### src/rtl/regfile_wb_arbiter_pkg.sv
`default_nettype none
// ============================================================================
// Module   : regfile_wb_arbiter_pkg
// Purpose  : Shared widths, zero-register constant and arbiter state encoding.
// Revision : 1.0
// ============================================================================
package regfile_wb_arbiter_pkg;

    localparam int REG_AW = 5;
    localparam int DATA_W = 32;

    localparam logic [REG_AW-1:0] ZERO_REG = '0;

    typedef enum logic [1:0] {
        ST_IDLE  = 2'd0,
        ST_DEFER = 2'd1,
        ST_FORCE = 2'd2
    } arb_state_e;

endpackage
`default_nettype wire

### src/rtl/regfile_wb_arbiter_wb_fifo.sv
`default_nettype none
// ============================================================================
// Module   : wb_fifo
// Purpose  : Deferred-write FIFO with occupancy and per-entry rd visibility.
// Revision : 1.0
// ============================================================================
module wb_fifo
    import regfile_wb_arbiter_pkg::*;
#(
    parameter int DEPTH = 2
) (
    input  logic                       clk,
    input  logic                       rst,
    input  logic                       push_i,
    input  logic [REG_AW-1:0]          push_rd_i,
    input  logic [DATA_W-1:0]          push_data_i,
    input  logic                       pop_i,
    output logic [REG_AW-1:0]          head_rd_o,
    output logic [DATA_W-1:0]          head_data_o,
    output logic [$clog2(DEPTH):0]     count_o,
    output logic                       full_o,
    output logic                       empty_o,
    output logic [DEPTH-1:0]           vld_o,
    output logic [DEPTH*REG_AW-1:0]    rd_flat_o
);

    localparam int PW = (DEPTH > 1) ? $clog2(DEPTH) : 1;
    localparam int CW = $clog2(DEPTH) + 1;

    logic [PW-1:0]     wr_ptr_q, wr_ptr_d;
    logic [PW-1:0]     rd_ptr_q, rd_ptr_d;
    logic [CW-1:0]     count_q, count_d;
    logic [DEPTH-1:0]  vld_q, vld_d;
    logic [REG_AW-1:0] rd_mem_q   [DEPTH];
    logic [DATA_W-1:0] data_mem_q [DEPTH];
    logic              w_do_push, w_do_pop;

    function automatic logic [PW-1:0] ptr_inc(input logic [PW-1:0] p);
        return (p == PW'(DEPTH - 1)) ? '0 : p + 1'b1;
    endfunction

    assign full_o    = (count_q == CW'(DEPTH));
    assign empty_o   = (count_q == '0);
    assign w_do_push = push_i && !full_o;
    assign w_do_pop  = pop_i && !empty_o;

    always_comb begin
        wr_ptr_d = w_do_push ? ptr_inc(wr_ptr_q) : wr_ptr_q;
        rd_ptr_d = w_do_pop  ? ptr_inc(rd_ptr_q) : rd_ptr_q;
        count_d  = count_q;
        if (w_do_push && !w_do_pop) begin
            count_d = count_q + 1'b1;
        end else if (!w_do_push && w_do_pop) begin
            count_d = count_q - 1'b1;
        end
        // Clear before set: a full-cycle push/pop never shares a slot, but order is safe anyway.
        vld_d = vld_q;
        if (w_do_pop) begin
            vld_d[rd_ptr_q] = 1'b0;
        end
        if (w_do_push) begin
            vld_d[wr_ptr_q] = 1'b1;
        end
    end

    always_ff @(posedge clk or negedge rst) begin
        if (!rst) begin
            wr_ptr_q <= '0;
            rd_ptr_q <= '0;
            count_q  <= '0;
            vld_q    <= '0;
        end else begin
            wr_ptr_q <= wr_ptr_d;
            rd_ptr_q <= rd_ptr_d;
            count_q  <= count_d;
            vld_q    <= vld_d;
        end
    end

    always_ff @(posedge clk) begin
        if (w_do_push) begin
            rd_mem_q[wr_ptr_q]   <= push_rd_i;
            data_mem_q[wr_ptr_q] <= push_data_i;
        end
    end

    assign head_rd_o   = rd_mem_q[rd_ptr_q];
    assign head_data_o = data_mem_q[rd_ptr_q];
    assign count_o     = count_q;
    assign vld_o       = vld_q;

    for (genvar gi = 0; gi < DEPTH; gi++) begin : g_flat
        assign rd_flat_o[gi*REG_AW +: REG_AW] = rd_mem_q[gi];
    end

endmodule
`default_nettype wire

### src/rtl/regfile_wb_arbiter.sv
`default_nettype none
// ============================================================================
// Module   : regfile_wb_arbiter
// Purpose  : Shares one register-bank write port between the pipeline WB stage
//            and a buffered multi-cycle unit, with starvation-driven stalls.
// Revision : 1.0
// ============================================================================
module regfile_wb_arbiter
    import regfile_wb_arbiter_pkg::*;
#(
    parameter int DEPTH      = 2,
    parameter int STARVE_MAX = 3
) (
    input  logic                   clk,
    input  logic                   rst,
    input  logic                   p_we,
    input  logic [REG_AW-1:0]      p_rd,
    input  logic [DATA_W-1:0]      p_data,
    input  logic                   m_valid,
    input  logic [REG_AW-1:0]      m_rd,
    input  logic [DATA_W-1:0]      m_data,
    output logic                   m_ready,
    output logic                   rf_we,
    output logic [REG_AW-1:0]      rf_rd,
    output logic [DATA_W-1:0]      rf_wdata,
    output logic                   stall_pipe,
    output logic [$clog2(DEPTH):0] fifo_count,
    output logic [31:0]            busy_mask
);

    localparam int SW = $clog2(STARVE_MAX + 1);

    arb_state_e                 state_q, state_d;
    logic [SW-1:0]              starve_q, starve_d;

    logic                       w_fifo_full, w_fifo_empty;
    logic [REG_AW-1:0]          w_head_rd;
    logic [DATA_W-1:0]          w_head_data;
    logic [DEPTH-1:0]           w_vld;
    logic [DEPTH*REG_AW-1:0]    w_rd_flat;
    logic                       w_pipe_req, w_grant_fifo, w_grant_pipe;
    logic                       w_push, w_pop, w_nonempty_next, w_starve_hit;

    wb_fifo #(
        .DEPTH (DEPTH)
    ) u_fifo (
        .clk         (clk),
        .rst         (rst),
        .push_i      (w_push),
        .push_rd_i   (m_rd),
        .push_data_i (m_data),
        .pop_i       (w_pop),
        .head_rd_o   (w_head_rd),
        .head_data_o (w_head_data),
        .count_o     (fifo_count),
        .full_o      (w_fifo_full),
        .empty_o     (w_fifo_empty),
        .vld_o       (w_vld),
        .rd_flat_o   (w_rd_flat)
    );

    assign stall_pipe   = (state_q == ST_FORCE);
    assign w_pipe_req   = p_we && (p_rd != ZERO_REG);
    assign w_grant_fifo = rst && !w_fifo_empty && (stall_pipe || !w_pipe_req);
    assign w_grant_pipe = rst && !w_grant_fifo && w_pipe_req;
    assign w_pop        = w_grant_fifo;

    // x0 targets are acknowledged but never buffered.
    assign m_ready = rst && !w_fifo_full;
    assign w_push  = m_valid && m_ready && (m_rd != ZERO_REG);

    assign rf_we    = w_grant_fifo || w_grant_pipe;
    assign rf_rd    = w_grant_fifo ? w_head_rd   : (w_grant_pipe ? p_rd   : ZERO_REG);
    assign rf_wdata = w_grant_fifo ? w_head_data : (w_grant_pipe ? p_data : '0);

    always_comb begin
        busy_mask = '0;
        for (int i = 0; i < DEPTH; i++) begin
            if (w_vld[i]) begin
                busy_mask[w_rd_flat[i*REG_AW +: REG_AW]] = 1'b1;
            end
        end
    end

    assign w_nonempty_next = w_push || (fifo_count > 1) || ((fifo_count == 1) && !w_pop);
    assign w_starve_hit    = (state_q == ST_DEFER) && w_grant_pipe &&
                             (starve_q == SW'(STARVE_MAX - 1));

    always_comb begin
        state_d  = state_q;
        starve_d = starve_q;
        if (w_fifo_empty || w_pop || w_starve_hit) begin
            starve_d = '0;
        end else if (w_grant_pipe) begin
            starve_d = starve_q + 1'b1;
        end
        case (state_q)
            ST_IDLE: begin
                if (w_push) begin
                    state_d = ST_DEFER;
                end
            end
            ST_DEFER: begin
                if (w_starve_hit) begin
                    state_d = ST_FORCE;
                end else if (!w_nonempty_next) begin
                    state_d = ST_IDLE;
                end
            end
            ST_FORCE: begin
                state_d = w_nonempty_next ? ST_DEFER : ST_IDLE;
            end
            default: begin
                state_d = ST_IDLE;
            end
        endcase
    end

    always_ff @(posedge clk or negedge rst) begin
        if (!rst) begin
            state_q  <= ST_IDLE;
            starve_q <= '0;
        end else begin
            state_q  <= state_d;
            starve_q <= starve_d;
        end
    end

endmodule
`default_nettype wire

### config.mk
export PLATFORM = sky130hd
export DESIGN_NAME = regfile_wb_arbiter
export DESIGN_NICKNAME = d
export VERILOG_FILES = /design/src/rtl/regfile_wb_arbiter_pkg.sv /design/src/rtl/regfile_wb_arbiter_wb_fifo.sv /design/src/rtl/regfile_wb_arbiter.sv
export SDC_FILE = /design/constraint.sdc
export NUM_CORES = 1
export LEC_CHECK = 0
export CORE_MARGIN = 1.5
export CORE_UTILIZATION = 45
export DETAILED_ROUTE_END_ITERATION = 10
export PLACE_DENSITY_LB_ADDON = 0.15
export SLEW_MARGIN = 40
export SYNTH_ARGS = -nofsm -noshare
export SYNTH_HDL_FRONTEND = slang
export SYNTH_SLANG_ARGS = --single-unit
export TNS_END_PERCENT = 1
### constraint.sdc
create_clock -name clk -period 4.27 [get_ports clk]
set_clock_uncertainty 0.05 [all_clocks]
set_input_delay 0.854 -clock clk [delete_from_list [all_inputs] [get_ports clk]]
set_output_delay 0.854 -clock clk [all_outputs]
set_load 0.02 [all_outputs]
After elaboration in Yosys (flattened, before gate mapping):

Memories as Yosys holds them, arrays and structs flattened.
Index checks and enable logic that the tools add are counted.

* register bits: 10
* RAM bits: 74
* input bits: 78
* output and inout bits: 74
* memories kept: 2

* add/sub/neg operators: 5
* order comparisons: 9
* eq/ne operators: 7
* muxes and demuxes: 29
* bitwise operators: 4
* reductions and logical operators: 38

Memories
* u_fifo.data_mem_q: depth 2, width 32, read ports 1, clocked after Yosys merged registers in 0, write ports 1, line regfile_wb_arbiter_wb_fifo.sv:35 `logic [DATA_W-1:0] data_mem_q [DEPTH];`
* u_fifo.rd_mem_q: depth 2, width 5, read ports 3, clocked after Yosys merged registers in 0, write ports 1, line regfile_wb_arbiter_wb_fifo.sv:34 `logic [REG_AW-1:0] rd_mem_q [DEPTH];`

Operators with widths (count)
* $mux W32: 4
* $or A32 B32 Y32: 1
* $logic_and A1 B1 Y1: 19
* $mux W2: 9
* $lt A5 B6 Y1 const B: 2
* $demux W1 S5: 2
* $ge A5 B1 Y1 const B: 2
* $mux W5: 2
* $reduce_bool A5 Y1: 2
* $mux W1: 9
* $eq A2 B2 Y1 const B: 3
* $logic_not A1 Y1: 6
* $logic_or A1 B1 Y1: 6
* $pmux W2 S3: 1
* $add A2 B1 Y2 const B: 2
* $eq A2 B1 Y1 const B: 2
* $logic_not A2 Y1: 2
* $lt A1 B2 Y1 const B: 2
* $reduce_bool A2 Y1: 2
* $ne A3 B3 Y1 const B: 1
* $add A1 B1 Y1 const B: 2
* $and A2 B2 Y2: 1
* $demux W1 S1: 2
* $ge A1 B1 Y1 const B: 2
* other kinds (6): 6

Longest topological paths before layout:

* depth in word-level cells: 12
* depth in mapped cells: 8
* mapped depth without buffers: 8

Hierarchy:

Synthesis repeated with hierarchy kept, for this count alone.

* cell total of the unflattened synthesis: 285
* area, all modules: 4066.4 µm²

Modules (own cells, without submodules)
* wb_fifo: times used 1, cells an instance 141, area an instance 2959.1 µm²
* regfile_wb_arbiter: times used 1, cells an instance 144, area an instance 1107.3 µm²

Worst setup path before layout:

OpenSTA, ideal clock, no wires.

* path type: input to register
* from: input port rst
* to: memory u_fifo.data_mem_q[0][0] (enable)
* arrival time: 3076 ps
* required time: 3787 ps
* setup slack: 711 ps
* stages: 3
* buffers on the path: 0
* cells stage by stage: nor2b_1 o211ai_2 nor2_1

* longest elaborated chain between the ends: 6

Ends and longest elaborated chain
* from (decl): line regfile_wb_arbiter.sv:15 `input logic rst,`
* $logic_and A1 B1 Y1: line regfile_wb_arbiter.sv:69 `assign m_ready = rst && !w_fifo_full;`
* $logic_and A1 B1 Y1 (2 in a row): line regfile_wb_arbiter.sv:70 `assign w_push = m_valid && m_ready && (m_rd != ZERO_REG);`
* $logic_and A1 B1 Y1: line regfile_wb_arbiter_wb_fifo.sv:44 `assign w_do_push = push_i && !full_o;`
* $mux W1: line regfile_wb_arbiter_wb_fifo.sv:81 `if (w_do_push) begin`
* $mux W1 (implied by the code): line regfile_wb_arbiter_wb_fifo.sv:83 `data_mem_q[wr_ptr_q] <= push_data_i;`
* to (decl): line regfile_wb_arbiter_wb_fifo.sv:35

No other way between the ends.

Worst setup path in the final report:

* from: input port p_rd[0]
* to: output port rf_wdata[0]

* longest elaborated chain between the ends: 10

Ends and longest elaborated chain
* from (decl): line regfile_wb_arbiter.sv:17 `input logic [REG_AW-1:0] p_rd,`
* $reduce_bool A5 Y1 *: line regfile_wb_arbiter.sv:63 `assign w_pipe_req = p_we && (p_rd != ZERO_REG);`
* $logic_and A1 B1 Y1 *: line regfile_wb_arbiter.sv:63
* $logic_not A1 Y1: line regfile_wb_arbiter.sv:64 `assign w_grant_fifo = rst && !w_fifo_empty && (stall_pipe || !w_pipe_req);`
* $logic_or A1 B1 Y1: line regfile_wb_arbiter.sv:64
* $logic_and A1 B1 Y1: line regfile_wb_arbiter.sv:64
* $logic_not A1 Y1: line regfile_wb_arbiter.sv:65 `assign w_grant_pipe = rst && !w_grant_fifo && w_pipe_req;`
* $logic_and A1 B1 Y1 (2 in a row): line regfile_wb_arbiter.sv:65
* $mux W32: line regfile_wb_arbiter.sv:74 `assign rf_wdata = w_grant_fifo ? w_head_data : (w_grant_pipe ? p_data : '0);`
* $mux W32 *: line regfile_wb_arbiter.sv:74
* to (decl): line regfile_wb_arbiter.sv:25 `output logic [DATA_W-1:0] rf_wdata,`

Every way passes the cells marked *; elsewhere a longest branch is shown, timed or not.

==> flow_summary.toml <==
[die]
start_util = 0.465
row_count = 34
die_x_um = 98.2
fp.dieH_um = 98.2
dieArea_um2 = 9640
core_um2 = 8760
ios = 152

[sta]
setup_viol = 0
fin_crit_ps = 4080
fin_tns_setup_ps = 0
rsz0062_at_grt = "no"
post-route-period-util = 0.955
slew_headroom = 0.577
clock.fmax_mhz = 245
slew_viol_final = 0
hold_viol = 0
worst_pin_slew_ps = 634
timing.hold.ws_ps = 472

[logic_synthesis]
yosys_warnings = 0
synthAdderAreaFrac = 0.0153
yosys.cell_types.count = 39
syn_inst = 283
synth_top_family_by_area = "compound AO/OA/AOI/OAI gates"
synth_area_um2 = 4080
ys_seq_elements = 84
async_flop_share = 0.119
yosys.area_share.simple = 0.0727
synth_compound_area_frac = 0.178
synth_mux_area_frac = 0.0909
yosys_most_used_dff = "edfxtp_1"
syn_avg_cell_area_um2 = 14.4
syn_nets = 366
synth_xor_area_frac = 0.00859
synth_seq_area_share = 0.607
synth_edf_count = 74

[global_route]
grt_max_degree = 39
grt_pass1_vias = 3164
grt-ovfl-total = 0
antenna_found_initial = 0
grt_pass1_wl_mm = 15.6
gr-usage-all-layers = 0.206

[route]
drt-initial-drc-count = 173
drcViolationCount = 0
viasPerCell = 5.63
first_pass_iters = 4
final_antenna_net_count = 0
routedWlPerCell_um = 17.7
postRouteWirelength_mm = 9.72
vias = 3098

[clocking]
tritoncts = "yes"
cts_htree_levels = 3
clockBufferDepth = 2
clock_latency_ps = 340
cts_hold_buf = 0
cts_root_buf = "clkbuf_8"
cts_buffers = 9
cts_sinks = 84
postCtsSetupRepairBufs = 0
clk_pin_slew_worst_paths_ps = 70
post_cts_resized = 0

[layout]
final_cell_mix = "clkdlybuf4s50_1, edfxtp_1, mux2i_1, o22ai_1, o2bb2ai_1"
nNetsFinal = 520
num_antenna_cells = 0
mostFrequentLayoutCell = "clkdlybuf4s50_1"
final_core_util = 0.682
design_area_um2 = 5980
drive_gt1_frac = 0.118
area_growth_syn_to_layout_pct = 46.7

[worst_setup_path]
crit_family = "buffers and inverters"
critPathMaxFanout = 34
crit_buf_inv = 3
critical-path-slowest-cell = "clkdlybuf4s50_1"
cp.arrival_ps = 3170
r2r_slack_ps = 1780
cp_common_cell = "clkdlybuf4s50_1"
crit_path_start_kind = "input port"
slowest_delay_ps = 620
worstPathRequired_ps = 3370
cp_cell_sequence = "clkdlybuf4s50_1 > or3_4 > o311ai_4 > nand2_2 > buf_12 > o2bb2ai_1 > clkdlybuf4s50_1"
worstSetupPathType = "input port to output port"
endpoint_kind = "output port"

[worst_hold_path]
hold_path.class = "flip-flop to flip-flop"

[pwr]
power.density_nw_per_um2 = 456
ir_worst_vdd_mv = 0.278
leakagePower_uw = 0.00206
finalPower_uw = 2730

[status]
status = "finished, final reports clean"

[run]
max-cap-violations = 0

[placed_design]
dpl.hpwl_mm = 7.02
io_buffers = 151
postPlaceCellArea_um2 = 5760
place.gp.congestion = 0.818
==> worst paths after layout <==
| kind | start | endpoint | cells after the start |
|---|---|---|---|
| max | p_rd[0] | rf_wdata[0] | 7 |
| min | state_q[1] | state_q[1] | 1 |
| max reg2reg | u_fifo.count_o[0] | u_fifo.rd_mem_q[1][2] | 7 |
| min reg2reg | state_q[1] | state_q[1] | 1 |
| max in group asynchronous | rst | u_fifo.rd_ptr_q | 2 |
| min in group asynchronous | rst | u_fifo.count_o[0] | 2 |
==> worst reg2reg max path, cell delays in order (launching register included) <==
cell and delay [ps]:
dfrtp_1 410, inv_1 80, ha_1 200, nor2b_1 180
o211ai_2 200, inv_1 140, and2_2 570, buf_4 350
==> per-layer routing <==
layer	vias up	GRT usage	wire, µm
met5	-	0	0
met4	0	0.0758	125
met3	12	0.0465	793
met2	150	0.353	4810
met1	1475	0.256	3990
li1	1461	-	-
==> cells by family after synthesis <==
kind of cell / after synthesis
flip-flops: 84
AO/OA/AOI/OAI: 83
AND/OR/NAND/NOR: 46
multiplexers: 37
buffers and inverters: 24
adder cells (fa/ha/maj): 5
XOR/XNOR: 4
==> where the power goes <==
group          switching [µW]  internal (µW)
registers                 150           1030
clock network             264            346
logic                     460            470
total                     874           1850
==> final cells by class <==
cell class / count / area (µm²)
clock buffer: 12 / 145
clock inverter: 4 / 73.8
fill: 636 / 2780
inverter: 5 / 18.8
multi-input combinational: 175 / 1500
sequential: 84 / 2480
tap: 108 / 135
timing repair buffer: 162 / 1630
==> flip-flops by register name (all words and copies together) (netlist names) <==
name	count
u_fifo.data_mem_q	64
u_fifo.rd_mem_q	10
starve_q	2
state_q	2
u_fifo.count_o	2
u_fifo.vld_o	2
u_fifo.rd_ptr_q	1
u_fifo.wr_ptr_q	1
==> cell usage after synthesis, drive strengths merged, types with 6 or more instances <==
cell | n | area, µm²
nand2 | 6 | 25.0
dfrtp | 10 | 250
mux2i | 37 | 370
clkbuf | 10 | 37.5
buf | 9 | 57.6
or3b | 6 | 52.6
o2bb2ai | 37 | 387
nand3b | 11 | 82.6
o22ai | 33 | 206
edfxtp | 74 | 2220
==> stage by stage <==
step | setup slack (ps) | cells
2_1_floorplan | 711 | 283
4_1_cts | 174 | 550
3_5_place_dp | 185 | 534
3_3_place_gp | 87.7 | 533
6_report | 192 | 550
5_1_grt | 71.2 | 550
No activity file was read; power rests on OpenSTA's default activity.
